### src/rtl/ofifo_drain_pkg.sv
// ofifo_drain_pkg: shared types and default geometry for the OFIFO drain block.
// The optional ReLU stage is enabled by defining OFIFO_DRAIN_RELU_EN.
package ofifo_drain_pkg;

  localparam int COL_DEFAULT    = 8;
  localparam int BW_DEFAULT     = 4;
  localparam int ADDR_W_DEFAULT = 6;

  typedef enum logic [1:0] {
    IDLE   = 2'd0,
    DRAIN  = 2'd1,
    FINISH = 2'd2
  } drainState_t;

endpackage

### src/rtl/ofifo_drain_relu.sv
// drain_relu: clamps one two's-complement column word to zero when negative.
// Only compiled when OFIFO_DRAIN_RELU_EN is defined, because the drain top
// instantiates it only in that configuration.
`ifdef OFIFO_DRAIN_RELU_EN
module drain_relu
  import ofifo_drain_pkg::*;
#(
  parameter int bw = BW_DEFAULT
) (
  input  logic [bw-1:0] i_word,
  output logic [bw-1:0] o_word
);

  // The sign bit alone decides whether the word survives.
  assign o_word = i_word[bw-1] ? '0 : i_word;

endmodule
`endif

### src/rtl/ofifo_drain.sv
// ofifo_drain: pops rows from a show-ahead output FIFO and writes them to
// consecutive SRAM addresses starting at base_addr, one row per cycle.
// Define OFIFO_DRAIN_RELU_EN to clamp negative column words to zero on the
// way to the SRAM; latency and ports are identical either way.
module ofifo_drain
  import ofifo_drain_pkg::*;
#(
  parameter int col    = COL_DEFAULT,
  parameter int bw     = BW_DEFAULT,
  parameter int addr_w = ADDR_W_DEFAULT
) (
  input  logic                clk,
  input  logic                reset,
  input  logic                start,
  input  logic [addr_w:0]     num_rows,
  input  logic [addr_w-1:0]   base_addr,
  input  logic                stall,
  input  logic [col*bw-1:0]   fifo_out,
  input  logic                fifo_valid,
  output logic                fifo_rd,
  output logic                sram_cen,
  output logic                sram_wen,
  output logic [addr_w-1:0]   sram_addr,
  output logic [col*bw-1:0]   sram_d,
  output logic                busy,
  output logic                done
);

  localparam int W = col * bw;
  localparam logic [addr_w:0] LAST_ROW = (addr_w+1)'(1);

  drainState_t       r_state;
  drainState_t       w_nextState;
  logic [addr_w:0]   r_rows;
  logic [addr_w-1:0] r_addr;
  logic              r_wr;
  logic              r_done;
  logic [W-1:0]      r_sramD;
  logic [W-1:0]      w_writeData;
  logic              w_pop;
  logic              w_accept;

`ifdef OFIFO_DRAIN_RELU_EN
  for (genvar c = 0; c < col; c++) begin : g_relu
    drain_relu #(.bw(bw)) u_relu (
      .i_word (fifo_out[c*bw +: bw]),
      .o_word (w_writeData[c*bw +: bw])
    );
  end
`else
  assign w_writeData = fifo_out;
`endif

  // Next-state and pop decision; a pop only happens while rows remain.
  always_comb begin
    w_nextState = r_state;
    w_pop       = 1'b0;
    w_accept    = 1'b0;
    case (r_state)
      IDLE: begin
        if (start) begin
          w_accept    = 1'b1;
          w_nextState = (num_rows != '0) ? DRAIN : FINISH;
        end
      end
      DRAIN: begin
        w_pop = fifo_valid && !stall && (r_rows != '0);
        if (r_rows == '0) begin
          w_nextState = FINISH;
        end else if (w_pop && (r_rows == LAST_ROW)) begin
          w_nextState = FINISH;
        end
      end
      FINISH: begin
        w_nextState = IDLE;
      end
      default: begin
        w_nextState = IDLE;
      end
    endcase
  end

  // State register; reset returns to IDLE regardless of other inputs.
  always_ff @(posedge clk) begin
    if (reset) begin
      r_state <= IDLE;
    end else begin
      r_state <= w_nextState;
    end
  end

  // Row counter, address, one-cycle write pipeline and done pulse.
  always_ff @(posedge clk) begin
    if (reset) begin
      r_rows  <= '0;
      r_addr  <= '0;
      r_wr    <= 1'b0;
      r_sramD <= '0;
      r_done  <= 1'b0;
    end else begin
      r_wr   <= w_pop;
      r_done <= (r_state == FINISH);
      if (w_accept) begin
        r_rows <= num_rows;
        r_addr <= base_addr;
      end else begin
        if (w_pop) begin
          r_rows <= r_rows - 1'b1;
        end
        if (r_wr) begin
          r_addr <= r_addr + 1'b1;
        end
      end
      if (w_pop) begin
        r_sramD <= w_writeData;
      end
    end
  end

  assign fifo_rd   = w_pop && !reset;
  assign sram_cen  = !r_wr;
  assign sram_wen  = !r_wr;
  assign sram_addr = r_addr;
  assign sram_d    = r_sramD;
  assign busy      = (r_state != IDLE);
  assign done      = r_done;

endmodule

### config.mk
export PLATFORM = sky130hd
export DESIGN_NAME = ofifo_drain
export DESIGN_NICKNAME = d
export VERILOG_FILES = /design/src/rtl/ofifo_drain_pkg.sv /design/src/rtl/ofifo_drain_relu.sv /design/src/rtl/ofifo_drain.sv
export SDC_FILE = /design/constraint.sdc
export NUM_CORES = 1
export LEC_CHECK = 0
export CAP_MARGIN = 20
export CELL_PAD_IN_SITES_DETAIL_PLACEMENT = 0
export CELL_PAD_IN_SITES_GLOBAL_PLACEMENT = 1
export CORE_MARGIN = 1.5
export CORE_UTILIZATION = 47
export CTS_BUF_LIST = sky130_fd_sc_hd__clkbuf_4 sky130_fd_sc_hd__clkbuf_8 sky130_fd_sc_hd__clkbuf_16
export CTS_CLUSTER_SIZE = 25
export DETAILED_ROUTE_END_ITERATION = 7
export DONT_BUFFER_PORTS = 1
export PLACE_DENSITY_LB_ADDON = 0.1
export SKIP_LAST_GASP = 1
export SYNTH_ARGS = -nofsm -noshare
export SYNTH_HDL_FRONTEND = slang
export SYNTH_HIERARCHICAL = 1
export SYNTH_SLANG_ARGS = --single-unit
### constraint.sdc
create_clock -name clk -period 2.4 [get_ports clk]
set_input_delay 0.24 -clock clk [delete_from_list [all_inputs] [get_ports clk]]
set_output_delay 0.24 -clock clk [all_outputs]
set_load 0.01 [all_outputs]
==> results of run 1 <==
-- registers in the layout, summed over array words and instances (netlist names) --
name	count
done	1
r_rows	7
r_state	2
r_wr	1
sram_addr	6
sram_d	32
-- power by group through the flow --
stage / Sequential (uW) / Clock (uW) / Combinational (uW)
2_1_floorplan: 918 / 0 / 166
3_3_place_gp: 928 / 0 / 167
3_5_place_dp: 929 / 0 / 176
4_1_cts: 910 / 483 / 196
5_1_grt: 918 / 525 / 221
6_report: 911 / 472 / 199
-- cell families (layout without fill, tap and decap cells) --
group | count (synthesis) | in the layout | synth area share [%]
adders and majority gates | 3 | 3 | 1.81
DFF | 49 | 49 | 47.2
muxes | 2 | 2 | 0.964
and+or+nand+nor | 108 | 108 | 24.5
AOI/OAI and AO/OA | 56 | 56 | 16.2
xor gates and xnor gates | 5 | 5 | 2.11
buffers and inverters | 22 | 22 | 7.17
-- worst reg2reg max path, cell delays in order, from the launching register on --
cell     delay, ns
dfxtp_1       0.40
inv_1         0.09
ha_1          0.30
a31oi_4       0.54
buf_4         0.33
nand2_1       0.08
a21oi_1       0.13
-- placed cells by master, fill, tap and decap left out, types with 3 or more instances in the layout --
cell | synthesis | routed
nand2_1 | 69 | 69
dfxtp_1 | 49 | 49
a21oi_1 | 37 | 37
nor2_1 | 14 | 14
dlygate4sd3_1 | 0 | 6
inv_1 | 5 | 5
a211oi_1 | 5 | 5
clkbuf_8 | 0 | 5
nor3_1 | 4 | 4
xor2_1 | 4 | 4
nand3_1 | 3 | 3
ha_1 | 3 | 3
buf_4 | 3 | 3
-- routing by layer --
metal | routed length, um | part of all wire, % | up-vias
met2 | 2450 | 49 | 75
met3 | 452 | 9.0 | 4
met5 | 0 | 0 | -
li1 | - | - | 831
met1 | 2070 | 41 | 801
met4 | 31 | 0.62 | 0
-- cells in the mapped netlist --
library cell and number:
a211oi_1 5, a21oi_1 37, a22oi_1 1, a2bb2oi_1 1
a311o_1 1, a311oi_1 2, a31o_1 1, a31oi_1 2
a31oi_2 1, a32oi_1 1, and3b_1 2, buf_2 2
buf_4 3, buf_6 7, clkbuf_1 5, dfxtp_1 49
ha_1 3, inv_1 5, mux2i_1 2, nand2_1 69
nand2b_1 1, nand3_1 3, nand3b_1 1, nand4_1 2
nand4bb_4 1, nor2_1 14, nor2_2 1, nor3_1 4
nor3_2 1, nor3b_1 1, nor4_2 2, o211ai_1 2
o21ai_0 1, o21bai_1 1, or2_2 1, or3_1 2
or3b_1 1, or4_1 2, xnor2_1 1, xor2_1 4
-- final cells by class --
cell class              instances  share of cell area (%)
clock buffers                   5                    3.15
well taps                      50                    2.86
clock inverters                 3                   0.801
inverters                       5                   0.858
repair buffers                  9                    3.78
flip-flops and latches         49                    44.9
multi-input cells             174                    43.7
-- final timing paths --
kind,to,slack (ns),startpoint
min reg2reg,r_rows[3]$_SDFFE_PP0P_,0.47,r_rows[3]$_SDFFE_PP0P_
min,sram_d[2]$_SDFFE_PP0P_,0.01,reset
max,fifo_rd,0.44,r_rows[0]$_SDFFE_PP0P_
max reg2reg,sram_d[18]$_SDFFE_PP0P_,0.46,r_rows[0]$_SDFFE_PP0P_
-- stage by stage --
step	util, %	std cells	instance area, um2
floorplan	-	245	2080
global placement	49.6	281	2040
detailed placement	49.6	281	2040
CTS	52.9	294	2180
global route	53.1	295	2190
finish	53.1	295	2190
==> impl_results.md, run 1 <==
* Status: complete, no violations
* Worst-path fanout max at 13
* RSZ-0062 raised after global routing: no
* Cts repair resizes at 0
* Area grow syn2layout at 5.30%
* F_max at 0.512 GHz
* Design Power at roughly 1600 uW
* Reg2reg path depth at 6
* Setup Skew at ~0.0086 ns
* Combinational share of power at around an eighth
* Sequential power share at between 50% and 60%
* Grt ovf at 0
* Reg area at around 1000 um2
* Final critical-path setup slack at approximately 0.44 ns
* Worst Path Arrival at about 1.7 ns
* Iteration-0 DRC Markers at 69
* Core ar. at just over 0.004 mm2
* Slowest cell on crit path: dfxtp_1
* Total Routing Usage GR at 21.3%
* Fillers at ~400
* Die height at 69.5 um
* CTS max path bufs at 2
* Nets at 297
* Crit path max-delay family: flip-flops
* Final Max Slew Viols at 0
* Maxcap violations at 0
* Largest net degree at the start of global routing at 25
* Routed WL at 5.01 mm
* VDD IR max at around 0.39 mV
* Vias after detailed routing at about 1700
* GRT Max-Usage Layer: met2
* Residual DRC at 0
* Post-place setup slack at 0.464 ns
* Layout cells sized above 1 at roughly 7.3%
* Crit path cell chain: inv_1 > ha_1 > a31o_1 > buf_4 > nor2_1
* Hold Path Depth at 1
* CTS root buf: clkbuf_8
* Fin Setup TNS at 0 ns
* Instance count on the critical path at 5
* Final min period at 1.96 ns
* Num rows at 23
* Post-CTS Setup Inserts at 0
* #FFs+latches synth at between 40 and 50
* Post-Syn Area at a little over 0.002 mm2
* DR vias/cell at 5.80
* H-tree depth at 2
* Post-synth top area cell: dfxtp_1
* Synth top area share at a little under half
* P_sw at about 450 uW
* # hold bufs at CTS at 5
* Io pins at 93
* Die area at around 0.0048 mm2
* Syn avg cell area at approximately 8.5 um2
* Final Hold Fails at 0
* Ant diodes at 0
* Clock share of power at around 30%
* Cell area power density at a little over 700 mW/mm2
* Worst EP required at 2.16 ns
* Final Setup Violations at 0
* CTS Buf Count at 5
* GRT met3 Usage at 7.56%
* Syn_nets at between 200 and 300
* Leakage at 0.000728 uW
* Gp weighted congestion at 0.844
* Clk Latency, worst-skew pair at 0.30 ns
* CTS sink cnt at 49
* Initial antenna violation count at 0
* Dominant cells by area after synthesis: dfxtp_1, nand2_1, a21oi_1, buf_6, nor2_1
* Reg clk slew, reported paths at 0.09 ns
* Max-slew headroom at 36.2%
* Hpwl dp at 3.26 mm
* Met1 usage in global routing at roughly 26%
* TritonRoute pass-1 iters at 4
* CP endpoint kind: output pin
* Worst hold slack at between 0.01 and 0.015 ns
* P_int at ~1100 uW
* CP peak stage delay at ~0.40 ns
* Sequential share of the synthesized area at 47.2%
* Netlist cell types at 40
* First-pass GRT wire length at about 8.3 mm
* Post-Syn Instances at roughly 250
* Die width at between 60 and 70 um
* Vias in the first global route at 1651
* Fin crit share at around four fifths
* Hold crit path type: primary input to flop
* Routed wire per std cell at roughly 17 um
* Setup crit start kind: flop
* Grt met2 use at 36.4%
* Crit path buffers/inverters at 2
* CTS tree: built
* Crit Path Category: flop to output pin
* Yosys Warn Count at 6
* Multi-input logic area at roughly 960 um2
* Initial Util at 50.5%
* Routed Antenna Nets at 0
* Switch share at 28.3%
* Worst-Margin Slew at approximately 0.95 ns
* PortBufs at 0
(Power assumes the default switching activity.)
==> run 2: changes to the inputs <==
--- a/config.mk
+++ b/config.mk
@@ -9,7 +9,7 @@
 export CELL_PAD_IN_SITES_DETAIL_PLACEMENT = 0
 export CELL_PAD_IN_SITES_GLOBAL_PLACEMENT = 1
 export CORE_MARGIN = 1.5
-export CORE_UTILIZATION = 47
+export CORE_UTILIZATION = 43
 export CTS_BUF_LIST = sky130_fd_sc_hd__clkbuf_4 sky130_fd_sc_hd__clkbuf_8 sky130_fd_sc_hd__clkbuf_16
 export CTS_CLUSTER_SIZE = 25
 export DETAILED_ROUTE_END_ITERATION = 7
==> constraint.sdc (replaced) <==
create_clock -name clk -period 1.99 [get_ports clk]
set_input_delay 0.199 -clock clk [delete_from_list [all_inputs] [get_ports clk]]
set_output_delay 0.199 -clock clk [all_outputs]
set_load 0.01 [all_outputs]
==> impl_results.md, run 2 (same netlist as run 1, synthesis figures left out) <==
* Final Cell Area at 0.00217 mm2 (was 0.00219 mm2)
* CTS Buf Count at 5 (unchanged)
* CP endpoint kind: output pin (unchanged)
* Cell area power density at 886 mW/mm2 (was 724 mW/mm2)
* CTS tree: built (unchanged)
* VDD IR max at 0.361 mV (was 0.385 mV)
* Worst-path fanout max at 38 (was 13)
* Io pins at 93 (unchanged)
* Cts repair resizes at 0 (unchanged)
* Max-slew headroom at 57.2% (was 36.2%)
* Routed length on met3 at 381 um (was 452 um)
* Worst-Margin Slew at 0.642 ns (was 0.954 ns)
* TritonRoute pass-1 iters at 4 (unchanged)
* Top Metal Used: met4 (unchanged)
* PortBufs at 0 (unchanged)
* CTS max path bufs at 2 (unchanged)
* First-pass GRT wire length at 7.03 mm (was 8.29 mm)
* CP peak stage delay at 0.41 ns (was 0.40 ns)
* Slowest cell on crit path: dfxtp_1 (unchanged)
* Setup Skew at 0.00318 ns (was 0.00856 ns)
* Crit path cell chain: inv_1 > ha_1 > a31o_1 > buf_12 > nor2_1 (was inv_1 > ha_1 > a31o_1 > buf_4 > nor2_1)
* F_max at ~0.53 GHz
* Gp weighted congestion at 0.767 (was 0.844)
* Leakage at 0.000721 uW (was 0.000728 uW)
* Final Hold Fails at 0 (unchanged)
* Die height at 72.5 um (was 69.5 um)
* Worst hold slack at 0.0287 ns (was 0.0146 ns)
* Commonest non-fill, non-tap cell in the layout: nand2_1 (unchanged)
* Ant diodes at 0 (unchanged)
* Layout Cells excl Fill at 294 (was 295)
* CTS root buf: clkbuf_8 (unchanged)
* Routed WL at 4.48 mm (was 5.01 mm)
* Crit Path Category: flop to output pin (unchanged)
* Initial Util at 44.3% (was 50.5%)
* Final min period at between 1.5 and 2 ns
* Crit path max-delay family: flip-flops (unchanged)
* Total Routing Usage GR at 17.1% (was 21.3%)
* RSZ-0062 raised after global routing: no (unchanged)
* Fin crit share at between 90% and 100%
* Met2 wire len at 2.13 mm (was 2.45 mm)
* Initial antenna violation count at 0 (unchanged)
* Max reg flops at 32 (unchanged)
* Routed Antenna Nets at 0 (unchanged)
* Hold crit path type: primary input to flop (unchanged)
* M1 wire length at 1.91 mm (was 2.07 mm)
* Status: complete, no violations (unchanged)
* Commonest non-fill, non-tap cells in the layout: nand2_1, dfxtp_1, a21oi_1, nor2_1 (was nand2_1, dfxtp_1, a21oi_1, nor2_1, dlygate4sd3_1)
* Maxcap violations at 0 (unchanged)
* DR vias/cell at 5.61 (was 5.80)
* Worst EP required at 1.79 ns (was 2.16 ns)
* Core ar. at 0.00469 mm2 (was 0.00412 mm2)
* Fin Setup TNS at 0 ns (unchanged)
* Largest net degree at the start of global routing at 47 (was 25)
* Setup crit start kind: flop (unchanged)
* Residual DRC at 0 (unchanged)
* Hpwl dp at 3.08 mm (was 3.26 mm)
* Crit path buffers/inverters at 2 (unchanged)
* Design Power at 1920 uW (was 1580 uW)
* Area grow syn2layout at 4.46% (was 5.30%)
* Vias in the first global route at 1568 (was 1651)
* Vias after detailed routing at 1650 (was 1711)
* Die width at 72.5 um (was 69.5 um)
* Final Max Slew Viols at 0 (unchanged)
* Nets at 292 (was 297)
* CTS sink cnt at 49 (unchanged)
* Final Setup Violations at 0 (unchanged)
* Clk Latency, worst-skew pair at 0.29 ns (was 0.30 ns)
* Reg clk slew, reported paths at 0.08 ns (was 0.09 ns)
* Iteration-0 DRC Markers at 80 (was 69)
* DP Area at 0.00206 mm2 (was 0.00204 mm2)
* H-tree depth at 2 (unchanged)
* Num rows at 25 (was 23)
* Worst Path Arrival at 1.70 ns (was 1.72 ns)
* Die area at 0.00526 mm2 (was 0.00483 mm2)
* Routed wire per std cell at 15.2 um (was 17.0 um)
* # placed instances at 285 (was 281)
* Layout cells sized above 1 at 7.92% (was 7.35%)
* Grt ovf at 0 (unchanged)
[run 2: cell types whose count changed in the layout (fill, tap and decap cells not counted), sizes merged]
| cell | previous run | this run |
|---|---|---|
| clkinv | 2 | 0 |
| buf | 3 | 4 |
| dlygate4sd3 | 6 | 0 |
| clkbuf | 5 | 7 |
[run 2: report_power, final]
part / leakage (uW) / total [uW] / internal [uW] / switching (uW)
logic: 0.000278 / 231 / 92.5 / 139
registers: 0.000399 / 1100 / 1030 / 67.5
clock network: 0.0000453 / 591 / 276 / 315
total: 0.000721 / 1920 / 1400 / 521
[run 2: stage by stage]
stage | utilization [%] | worst slack, ns
after floorplan | - | 0.465
after global placement | 43.9 | 0.333
after detailed placement | 43.9 | 0.265
after CTS | 46.2 | 0.0890
after global routing | 46.2 | 0.0384
final | 46.2 | 0.0946
[run 2: metal layers]
layer  up-vias  track usage [%]
met4         0             6.08
li1        819                -
met2        70             29.6
met5         -                0
met3         6             5.97
met1       755             19.5
[run 2: timing repair]
action,4_1_cts,5_1_grt
setup buffers,0,0
hold endpoints to repair,46,0
hold buffers,1,0
[run 2: cell type report]
class                      instances  area, um2
fill                             502       2520
sequential                        49        981
multi-input combinational        174        956
clock buffer                       7       83.8
tap                               54       67.6
timing repair buffer               4       55.1
inverter                           5       18.8
clock inverter                     1       7.51
[run 2: path summary, 6_finish.rpt]
path / cells after the start / slack [ns] / to / from
setup reg to reg: 6 / 0.24 / r_rows[5]$_SDFFE_PP0P_ / r_rows[0]$_SDFFE_PP0P_
hold reg to reg: 2 / 0.47 / r_rows[3]$_SDFFE_PP0P_ / r_rows[3]$_SDFFE_PP0P_
setup / recovery: 5 / 0.09 / fifo_rd / r_rows[0]$_SDFFE_PP0P_
hold / removal: 2 / 0.03 / sram_d[15]$_SDFFE_PP0P_ / fifo_out[15]
==> run 3: changes to the inputs <==
--- a/config.mk
+++ b/config.mk
@@ -5,6 +5,7 @@
 export SDC_FILE = /design/constraint.sdc
 export NUM_CORES = 1
 export LEC_CHECK = 0
+export ABC_AREA = 1
 export CAP_MARGIN = 20
 export CELL_PAD_IN_SITES_DETAIL_PLACEMENT = 0
 export CELL_PAD_IN_SITES_GLOBAL_PLACEMENT = 1
==> impl_results.md, run 3 <==
* Core ar. at 0.00511 mm2 (was 0.00469 mm2)
* Layout Cells excl Fill at 369 (was 294)
* Layout cells sized above 1 at 12.0% (was 7.92%)
* Max reg flops at 32 (unchanged)
* CTS max path bufs at 2 (unchanged)
* Final min period at 1.79 ns (was 1.90 ns)
* Nets at 351 (was 292)
* Most frequent cell after synthesis: nand2_1 (unchanged)
* Design Power at 2080 uW (was 1920 uW)
* Ant diodes at 0 (unchanged)
* Hpwl dp at 3.53 mm (was 3.08 mm)
* Routed wire per std cell at 14.1 um (was 15.2 um)
* Hold Path Depth at 2 (unchanged)
* Reg clk slew, reported paths at 0.10 ns (was 0.08 ns)
* Number of synthesized flops with an enable pin at 0 (unchanged)
* CTS root buf: clkbuf_8 (unchanged)
* Iteration-0 DRC Markers at 72 (was 80)
* CTS tree: built (unchanged)
* Total Routing Usage GR at 18.3% (was 17.1%)
* Final Cell Area at 0.00243 mm2 (was 0.00217 mm2)
* H-tree depth at 2 (unchanged)
* Largest net degree at the start of global routing at 42 (was 47)
* Synth Flop Type: dfxtp_1 (unchanged)
* Die area at 0.00573 mm2 (was 0.00526 mm2)
* Syn avg cell area at 7.60 um2 (was 8.48 um2)
* Crit Path Category: flop to output pin (unchanged)
* #FFs+latches synth at 49 (unchanged)
* Top cells by count, synth: nand2_1, dfxtp_1, nand3_1 (was nand2_1, dfxtp_1, a21oi_1)
* Grt ovf at 0 (unchanged)
* Synth top area share at 43.1% (was 47.2%)
* Initial Util at 44.5% (was 44.3%)
* Io pins at 93 (unchanged)
* RSZ-0062 raised after global routing: no (unchanged)
* Post-Syn Area at 0.00227 mm2 (was 0.00208 mm2)
* Maxcap violations at 0 (unchanged)
* Final Max Slew Viols at 0 (unchanged)
* Clk Latency, worst-skew pair at 0.30 ns (was 0.29 ns)
* CP endpoint kind: output pin (unchanged)
* Num rows at 26 (was 25)
* # placed instances at 354 (was 285)
* Commonest non-fill, non-tap cell in the layout: nand2_1 (unchanged)
* Post-Syn Instances at 299 (was 245)
* Fin crit share at 90.1% (was 95.2%)
* Reg2reg path depth at 10 (was 6)
* Fillers at 544 (was 502)
* Setup crit start kind: flop (unchanged)
* Worst-Margin Slew at 0.450 ns (was 0.642 ns)
* Vias in the first global route at 1756 (was 1568)
* Status: complete, no violations (unchanged)
* Final Hold Fails at 0 (unchanged)
* Hold crit path type: primary input to flop (unchanged)
* Max-slew headroom at 70.0% (was 57.2%)
* Die height at 75.7 um (was 72.5 um)
* Netlist cell types at 30 (was 40)
* Ys async rst share at 0% (unchanged)
* Residual DRC at 0 (unchanged)
* First-pass GRT wire length at 7.93 mm (was 7.03 mm)
* Leakage at 0.000893 uW (was 0.000721 uW)
* DR vias/cell at 5.36 (was 5.61)
* PortBufs at 0 (unchanged)
* Routed Antenna Nets at 0 (unchanged)
* Routed WL at 5.21 mm (was 4.48 mm)
* Gp weighted congestion at 0.784 (was 0.767)
* CTS sink cnt at 49 (unchanged)
* Fin Setup TNS at 0 ns (unchanged)
* Area grow syn2layout at 6.93% (was 4.46%)
* Worst-path fanout max at 8 (was 38)
* Vias after detailed routing at 1978 (was 1650)
* CTS Buf Count at 5 (unchanged)
* Worst Path Arrival at 1.59 ns (was 1.70 ns)
* Die width at 75.7 um (was 72.5 um)
* Setup Skew at 0.0104 ns (was 0.00318 ns)
* F_max at 0.558 GHz (was 0.528 GHz)
* Worst EP required at 1.79 ns (about the same)
* Final Setup Violations at 0 (unchanged)
* DP Area at 0.00227 mm2 (was 0.00206 mm2)
* Post-synth top area cell: dfxtp_1 (unchanged)
* TritonRoute pass-1 iters at 4 (unchanged)
* Dominant cells by area after synthesis: dfxtp_1, nand3_1, nand2_1, a21oi_1, nor2_1 (was dfxtp_1, nand2_1, a21oi_1, buf_6, nor2_1)
* VDD IR max at 0.377 mV (was 0.361 mV)
* Sequential share of the synthesized area at 43.1% (was 47.2%)
* Commonest non-fill, non-tap cells in the layout: nand2_1, nand3_1, dfxtp_1, a21oi_1, nor2_1 (was nand2_1, dfxtp_1, a21oi_1, nor2_1)
* Cell area power density at 854 mW/mm2 (was 886 mW/mm2)
* Yosys Warn Count at 6 (unchanged)
* Syn_nets at 352 (was 298)
* Multi-input logic area at 0.00108 mm2 (was 956 um2)
* Initial antenna violation count at 0 (unchanged)
* Reg area at 981 um2 (unchanged)
run 3: cell types whose count changed after synthesis, sizes merged, moves of 3 or more:
cell    change
inv        +15
a211oi      -5
o21ai       +8
nor3        +3
nand2      -11
nand3      +48
nor2       +15
run 3: layer usage:
layer	global-route usage [%]	share of wire [%]
met2	30.0	46
met1	22.3	44
met3	6.35	7.9
met4	6.55	2.1
met5	0	0
run 3: area by class of cell:
cell class                      count  area share [%]
Clock buffer                        5            2.83
Clock inverter                      3           0.875
Inverter                           20            3.09
Multi-Input combinational cell    212            44.6
Sequential cell                    49            40.4
Tap cell                           70            3.60
Timing Repair Buffer               10            4.63
run 3: path summary, 6_finish.rpt:
check,from,end,slack [ns]
setup / recovery,r_rows[0]$_SDFFE_PP0P_,fifo_rd,0.20
hold / removal,fifo_out[27],sram_d[27]$_SDFFE_PP0P_,0.04
setup reg to reg,r_rows[0]$_SDFFE_PP0P_,sram_d[13]$_SDFFE_PP0P_,0.30
hold reg to reg,r_state[0]$_SDFFE_PP0P_,done$_SDFF_PP0_,0.43
run 3: where the power goes:
group	total [uW]	switching, uW	internal [uW]
clock	591	341	250
sequential	1100	68.7	1030
combinational	384	248	137
total	2080	658	1420
run 3: cells by family after synthesis:
logic type	after synthesis	share of synthesized area [%]
AOI/OAI and AO/OA	52	11.9
xor gates and xnor gates	4	1.54
adders and majority gates	3	1.65
buffers and inverters	39	9.69
DFF	49	43.1
and+or+nand+nor	152	32.1
run 3: metrics by stage:
step                      worst slack, ns  hold slack [ns]  utilization, %
final                               0.197           0.0383            47.6
after floorplan                     0.462            0.359               -
after detailed placement            0.263            0.273            44.5
after CTS                          0.0873           0.0285            46.9
after global placement              0.295            0.271            44.5
after global routing               0.0237           0.0260            47.6
run 3: timing repair:
item	in CTS	in global routing
hold endpoints to repair	41	0
hold buffers	1	0
setup buffers	0	5
gates cloned	1	0
resized for setup	1	0
endpoints found under the setup margin	1	1
run 3: critical path, stage by stage, from the launching register on:
cell and delay [ns]:
dfxtp_1 0.38, inv_1 0.09, ha_1 0.25, nand2_1 0.10, nor2_2 0.04, nand2_2 0.13
nand3_4 0.13, nor2_2 0.16
